File: src/rtl/hazard_pkg.sv
// Shared definitions for the pipeline hazard controller: forward-select codes,
// FSM state encodings and the default divider latency.
package hazard_pkg;

    localparam logic [1:0] FWD_RF = 2'b00;
    localparam logic [1:0] FWD_W  = 2'b01;
    localparam logic [1:0] FWD_M  = 2'b10;

    localparam int DIV_CYCLES_DEF = 32;

    typedef enum logic [1:0] {
        D_IDLE = 2'b00,
        D_BUSY = 2'b01,
        D_DONE = 2'b10
    } divState_e;

    typedef enum logic [1:0] {
        M_IDLE = 2'b00,
        M_REQ  = 2'b01,
        M_WAIT = 2'b10
    } memState_e;

    // A producer only matters when it writes a real register that a consumer reads.
    function automatic logic regHit(input logic wr, input logic [4:0] dst, input logic [4:0] src);
        return wr && (dst != 5'd0) && (dst == src);
    endfunction

endpackage

File: src/rtl/haz_mem_fsm.sv
// Data-memory request/address-ok/data-ok handshake sequencer; a started
// transaction always runs to its data_data_ok beat.
module haz_mem_fsm
    import hazard_pkg::*;
(
    input  logic clk,
    input  logic rst,
    input  logic memreadM,
    input  logic memwriteM,
    input  logic excM,
    input  logic data_addr_ok,
    input  logic data_data_ok,
    output logic data_req,
    output logic memStall,
    output logic memIdle,
    output logic memDone
);

    memState_e state;
    memState_e stateNext;
    logic      memOp;

    assign memOp   = (memreadM | memwriteM) & ~excM;
    assign memIdle = (state == M_IDLE);
    assign memDone = (state == M_WAIT) & data_data_ok;

    always_ff @(posedge clk or posedge rst) begin
        if (rst) begin
            state <= M_IDLE;
        end else begin
            state <= stateNext;
        end
    end

    always_comb begin
        stateNext = state;
        data_req  = 1'b0;
        memStall  = 1'b0;
        case (state)
            M_IDLE: begin
                if (memOp) begin
                    data_req  = 1'b1;
                    memStall  = 1'b1;
                    stateNext = data_addr_ok ? M_WAIT : M_REQ;
                end
            end
            M_REQ: begin
                data_req = 1'b1;
                memStall = 1'b1;
                if (data_addr_ok) begin
                    stateNext = M_WAIT;
                end
            end
            M_WAIT: begin
                memStall = ~data_data_ok;
                if (data_data_ok) begin
                    stateNext = M_IDLE;
                end
            end
            default: stateNext = M_IDLE;
        endcase
        // Reset drops the request line immediately, not at the next edge.
        if (rst) begin
            data_req = 1'b0;
            memStall = 1'b0;
        end
    end

endmodule

File: src/rtl/pipe_hazard_ctrl.sv
// Stall/flush/forwarding control for the 5-stage MIPS pipeline.
// Define HAZ_BRANCH_FWD_EN to forward M-stage results to the decode branch compare.
module pipe_hazard_ctrl
    import hazard_pkg::*;
#(
    parameter int DIV_CYCLES = DIV_CYCLES_DEF,
    parameter int CNT_W      = 6
) (
    input  logic       clk,
    input  logic       rst,
    input  logic [4:0] rsD,
    input  logic [4:0] rtD,
    input  logic       branchD,
    input  logic [4:0] rsE,
    input  logic [4:0] rtE,
    input  logic [4:0] writeregE,
    input  logic       regwriteE,
    input  logic       memtoregE,
    input  logic       divE,
    input  logic [4:0] writeregM,
    input  logic       regwriteM,
    input  logic       memtoregM,
    input  logic       memreadM,
    input  logic       memwriteM,
    input  logic       excM,
    input  logic [4:0] writeregW,
    input  logic       regwriteW,
    input  logic       data_addr_ok,
    input  logic       data_data_ok,
    output logic       data_req,
    output logic       div_start,
    output logic [1:0] forwardAE,
    output logic [1:0] forwardBE,
    output logic       forwardAD,
    output logic       forwardBD,
    output logic       stallF,
    output logic       stallD,
    output logic       stallE,
    output logic       stallM,
    output logic       stallW,
    output logic       flushD,
    output logic       flushE,
    output logic       flushM,
    output logic       flushW
);

    logic memStall;
    logic memIdle;
    logic memDone;

    haz_mem_fsm uMemFsm (
        .clk          (clk),
        .rst          (rst),
        .memreadM     (memreadM),
        .memwriteM    (memwriteM),
        .excM         (excM),
        .data_addr_ok (data_addr_ok),
        .data_data_ok (data_data_ok),
        .data_req     (data_req),
        .memStall     (memStall),
        .memIdle      (memIdle),
        .memDone      (memDone)
    );

    // Execute-stage operand forwarding; M is younger than W so it wins.
    always_comb begin
        forwardAE = FWD_RF;
        forwardBE = FWD_RF;
        if (regHit(regwriteM, writeregM, rsE)) begin
            forwardAE = FWD_M;
        end else if (regHit(regwriteW, writeregW, rsE)) begin
            forwardAE = FWD_W;
        end
        if (regHit(regwriteM, writeregM, rtE)) begin
            forwardBE = FWD_M;
        end else if (regHit(regwriteW, writeregW, rtE)) begin
            forwardBE = FWD_W;
        end
        if (rst) begin
            forwardAE = FWD_RF;
            forwardBE = FWD_RF;
        end
    end

    logic lwStall;
    logic branchStall;
    logic prodEHit;

    assign lwStall  = regHit(memtoregE, rtE, rsD) | regHit(memtoregE, rtE, rtD);
    assign prodEHit = regHit(regwriteE, writeregE, rsD) | regHit(regwriteE, writeregE, rtD);

`ifdef HAZ_BRANCH_FWD_EN
    assign forwardAD   = ~rst & regHit(regwriteM, writeregM, rsD);
    assign forwardBD   = ~rst & regHit(regwriteM, writeregM, rtD);
    // ALU results in M reach the comparator; only loads in M still have to wait.
    assign branchStall = branchD & (prodEHit |
                                    regHit(memtoregM, writeregM, rsD) |
                                    regHit(memtoregM, writeregM, rtD));
`else
    logic unusedMemtoregM;
    assign unusedMemtoregM = memtoregM;
    assign forwardAD   = 1'b0;
    assign forwardBD   = 1'b0;
    // Without a decode bypass the branch waits until its producer reaches W.
    assign branchStall = branchD & (prodEHit |
                                    regHit(regwriteM, writeregM, rsD) |
                                    regHit(regwriteM, writeregM, rtD));
`endif

    divState_e        divState;
    divState_e        divNext;
    logic [CNT_W-1:0] divCnt;
    logic [CNT_W-1:0] divCntNext;
    logic             divLaunch;
    logic             divStall;

    always_ff @(posedge clk or posedge rst) begin
        if (rst) begin
            divState <= D_IDLE;
            divCnt   <= '0;
        end else begin
            divState <= divNext;
            divCnt   <= divCntNext;
        end
    end

    // The launch cycle counts as the first of the DIV_CYCLES stall cycles.
    always_comb begin
        divNext    = divState;
        divCntNext = divCnt;
        divLaunch  = 1'b0;
        divStall   = 1'b0;
        case (divState)
            D_IDLE: begin
                if (divE && !excM) begin
                    divLaunch  = 1'b1;
                    divStall   = 1'b1;
                    divCntNext = CNT_W'(DIV_CYCLES - 1);
                    divNext    = D_BUSY;
                end
            end
            D_BUSY: begin
                divStall   = 1'b1;
                divCntNext = divCnt - CNT_W'(1);
                if (divCntNext == '0) begin
                    divNext = D_DONE;
                end
            end
            D_DONE:  divNext = D_IDLE;
            default: divNext = D_IDLE;
        endcase
        if (excM) begin
            divNext    = D_IDLE;
            divCntNext = '0;
        end
    end

    assign div_start = divLaunch & ~rst;

    // An exception seen while a transaction is in flight is held until it completes.
    logic excPend;
    logic excFlush;

    assign excFlush = (excM | excPend) & (memIdle | memDone);

    always_ff @(posedge clk or posedge rst) begin
        if (rst) begin
            excPend <= 1'b0;
        end else if (excFlush) begin
            excPend <= 1'b0;
        end else if (excM) begin
            excPend <= 1'b1;
        end
    end

    assign stallW = 1'b0;

    always_comb begin
        stallF = 1'b0;
        stallD = 1'b0;
        stallE = 1'b0;
        stallM = 1'b0;
        flushD = 1'b0;
        flushE = 1'b0;
        flushM = 1'b0;
        flushW = 1'b0;
        if (!rst) begin
            if (excFlush) begin
                flushD = 1'b1;
                flushE = 1'b1;
                flushM = 1'b1;
                flushW = 1'b1;
            end else if (memStall) begin
                stallF = 1'b1;
                stallD = 1'b1;
                stallE = 1'b1;
                stallM = 1'b1;
                flushW = 1'b1;
            end else if (divStall) begin
                stallF = 1'b1;
                stallD = 1'b1;
                stallE = 1'b1;
                flushM = 1'b1;
            end else if (lwStall || branchStall) begin
                stallF = 1'b1;
                stallD = 1'b1;
                flushE = 1'b1;
            end
        end
    end

endmodule

File: config.mk
export PLATFORM = sky130hd
export DESIGN_NAME = pipe_hazard_ctrl
export DESIGN_NICKNAME = d
export VERILOG_FILES = /design/src/rtl/hazard_pkg.sv /design/src/rtl/haz_mem_fsm.sv /design/src/rtl/pipe_hazard_ctrl.sv
export SDC_FILE = /design/constraint.sdc
export NUM_CORES = 1
export LEC_CHECK = 0
export ABC_AREA = 1
export CAP_MARGIN = 5
export CORE_MARGIN = 2
export CORE_UTILIZATION = 25
export DETAILED_ROUTE_END_ITERATION = 10
export GPL_TIMING_DRIVEN = 0
export HOLD_SLACK_MARGIN = 0.08
export PLACE_DENSITY_LB_ADDON = 0.2
export SYNTH_ARGS = -nofsm -noshare
export SYNTH_HDL_FRONTEND = slang
export SYNTH_SLANG_ARGS = --single-unit
File: constraint.sdc
create_clock -name clk -period 3.9 [get_ports clk]
set_input_delay 0.78 -clock clk [delete_from_list [all_inputs] [get_ports clk]]
set_output_delay 0.78 -clock clk [all_outputs]
set_load 0.005 [all_outputs]
==> qor.yml, run 1 <==
multi_input_area_um2: 1040
slew_headroom_pct: 58.7
hold_start: "excPend"
min_period_ns: 3.63
synthArstFlopShare_pct: 100
worst-path-buf-inv: 4
p_per_area_nw_per_um2: 230
fin_crit_sh_pct: 93.0
route.detailed.drc: 0
num_rows: 28
skew_ns: 0.00242
root_buffer: "clkbuf_8"
core-area_um2: 5960
yosysTopAreaCell: "nand2_1"
status: "completed"
p_leak_uw: 0.00118
fmax_mhz: 276
ys_warn_count: 0
fillerInstances: 642
cp.required_ns: 3.12
synth_top_area_share_pct: 23.5
initial_core_util_pct: 26.0
p_sw_share_pct: 36.4
use_met1_pct: 16.9
antenna_left: 0
rsz0062_at_grt: "false"
postCtsHoldBufs: 0
clkTransAtPathRegs_ns: 0.05
grt.busiest_layer: "met2"
grt_pass1_vias: 1665
slowest_delay_ns: 0.63
clkPwrFrac_pct: 21.5
whs_path_depth: 2
antenna_found_initial: 0
place_inst: 415
yosysMostFrequentCell: "nand2_1"
die-width_um: 82.7
synth-seq-area-share_pct: 17.8
grt_util_met2_pct: 23.3
final_hold_viol_count: 0
antenna_cells: 0
setup_viol: 0
combPwrFrac_pct: 51.4
wl_per_cell_um: 10.6
htreeDepth: 1
synth_edf_count: 0
portBuffers: 57
power.switching_uw: 190
crit_arrival_ns: 2.85
dominantRegCellSynth: "dfrtp_1"
cts_setup_buffers: 0
gp_congestion: 0.852
synthCells: 281
dr.pass1.iters: 4
hpwl_mm: 3.92
grt_max_degree: 15
areaGrowthSynthToFinish_pct: 46.3
rr_startpoint: "divCnt[0]"
cp-end-kind: "primary output"
die_area_um2: 6840
slew_viol_final: 0
worst_pin_slew_ns: 0.613
fin_nets: 396
met3_usage_pct: 1.52
grt_pass1_wl_mm: 7.16
cts_inserted_buffers: 3
r2r_end: "divState[1]"
reg2reg_slack_ns: 2.53
worst_r2r_path_depth: 8
cpMostUsedCell: "nand2_1"
overflow: 0
seqCellArea_um2: 275
internal_power_uw: 331
worstHoldEndpoint: "excPend"
critPathMaxFanout: 5
vias: 1834
numClockSinks: 11
cts_tree: "built"
synth_cell_types: 23
fin_util_pct: 38.0
p_seq_share_pct: 27.1
die_y_um: 82.7
drtIter0Drc: 57
clock_path_buffers: 2
critical_path_class: "in -> out"
hold_path.class: "reg -> reg"
netlist_area_um2: 1550
cts_resized: 0
cp-start-kind: "primary input"
via_per_inst: 4.38
crit_path_cell_trace: "clkdlybuf4s50_1, inv_2, nand2_1, nand2_1, nor2_1, nand3_1, nand2_1, nand2_1, nand2_1, nand2_1, nand2_1, nand2_1, nand2_1, buf_4, clkdlybuf4s50_1"
tns_ns: 0
syn_avg_cell_area_um2: 5.51
drt_wl_total_mm: 4.46
drive_above_1_share_pct: 6.10
yosys-top-cells-count: "nand2_1 (97), inv_1 (42), nor2_1 (33), xor2_1 (17), nand3_1 (16)"
cp_top_family: "buffers and inverters"
cp_slowest_cell: "clkdlybuf4s50_1"
io_pins: 66
whs_ns: 0.526
clkLatencyLatePin_ns: 0.23
stdcell_count: 419
vdd.ir_drop.worst_mv: 0.136
synth_area_leaders: "nand2_1 (24%), dfrtp_1 (18%), inv_1 (10%)"
grtUsageTotal_pct: 13.4
maxCapViolations: 0
ys_ff_latch: 11
-- tightest hold or removal path, delay by kind of cell (launching register included) --
kind | cells | cell delay, ns
flops | 1 | 0.33
simple gates | 2 | 0.15
-- per-layer routing --
layer	wire length [um]	up-vias	part of all wire, %
met5	0	-	0
met4	80	0	1.8
met3	259	8	5.8
met2	2070	56	46
met1	2060	793	46
li1	-	977	-
-- placed cells by master, fill, tap and decap left out, drive strengths merged --
master,instances
conb,3
nand3,16
a21oi,6
nor3,5
nand2,97
buf,7
clkbuf,5
xor2,17
dfrtp,11
inv,52
or2,1
o21ai,8
xnor2,10
clkdlybuf4s50,57
o22ai,5
ha,2
o41ai,1
nand4,6
nor4,2
nor2,33
-- how the worst max path moves through the flow --
| stage | startpoint | end | slack [ns] | cells past startpoint |
|---|---|---|---|---|
| 6_report | writeregM[2] | stallF | 0.27 | 15 |
| 3_3_place_gp | excM | stallF | 0.25 | 12 |
| 4_1_cts | excM | stallF | 0.21 | 12 |
| 2_1_floorplan | rst | stallF | 1.32 | 7 |
| 3_5_place_dp | excM | stallF | 0.23 | 12 |
| 5_1_grt | excM | stallF | 0.07 | 12 |
-- power groups by stage --
stage / Clock (uW) / Combinational, uW / Sequential (uW)
final: 112 / 268 / 141
after global routing: 122 / 303 / 143
after CTS: 116 / 271 / 142
after detailed placement: 0 / 270 / 143
after global placement: 0 / 268 / 143
after floorplan: 0 / 152 / 141
-- metrics by stage --
| step | area, um^2 | total power, uW | setup WS, ns |
|---|---|---|---|
| 2_1_floorplan | 1560 | 293 | 1.32 |
| 3_3_place_gp | 2220 | 411 | 0.246 |
| 3_5_place_dp | 2220 | 414 | 0.229 |
| 4_1_cts | 2270 | 529 | 0.210 |
| 5_1_grt | 2270 | 569 | 0.0749 |
| 6_report | 2270 | 521 | 0.274 |
-- sequential cells by signal (all words and copies together), names as in the netlist --
register       flops
divCnt             6
uMemFsm.state      2
divState           2
excPend            1
-- layout make-up --
cell class,instances,area share (%)
Timing Repair Buffer,57,25.2
Sequential cell,11,12.1
Tap cell,75,4.14
Multi-Input combinational cell,212,45.8
Inverter,52,8.61
Clock buffer,4,1.99
Buffer,8,2.15
-- cells by family after synthesis --
group	Yosys count	synth area share [%]
XOR/XNOR	27	15.3
flip-flops	11	17.8
adder cells (fa/ha/maj)	2	1.62
AO/OA/AOI/OAI	20	7.11
other	1	0.242
buffers and inverters	60	15.8
AND/OR/NAND/NOR	160	42.2
(Power assumes the default switching activity.)
==> run 2, diff against run 1 <==
--- a/config.mk
+++ b/config.mk
@@ -9,6 +9,7 @@
 export CAP_MARGIN = 5
 export CORE_MARGIN = 2
 export CORE_UTILIZATION = 25
+export CTS_CLUSTER_SIZE = 8
 export DETAILED_ROUTE_END_ITERATION = 10
 export GPL_TIMING_DRIVEN = 0
 export HOLD_SLACK_MARGIN = 0.08
==> results of run 2 <==
No change in the layout: final DEF, timing and power equal those of run 1.
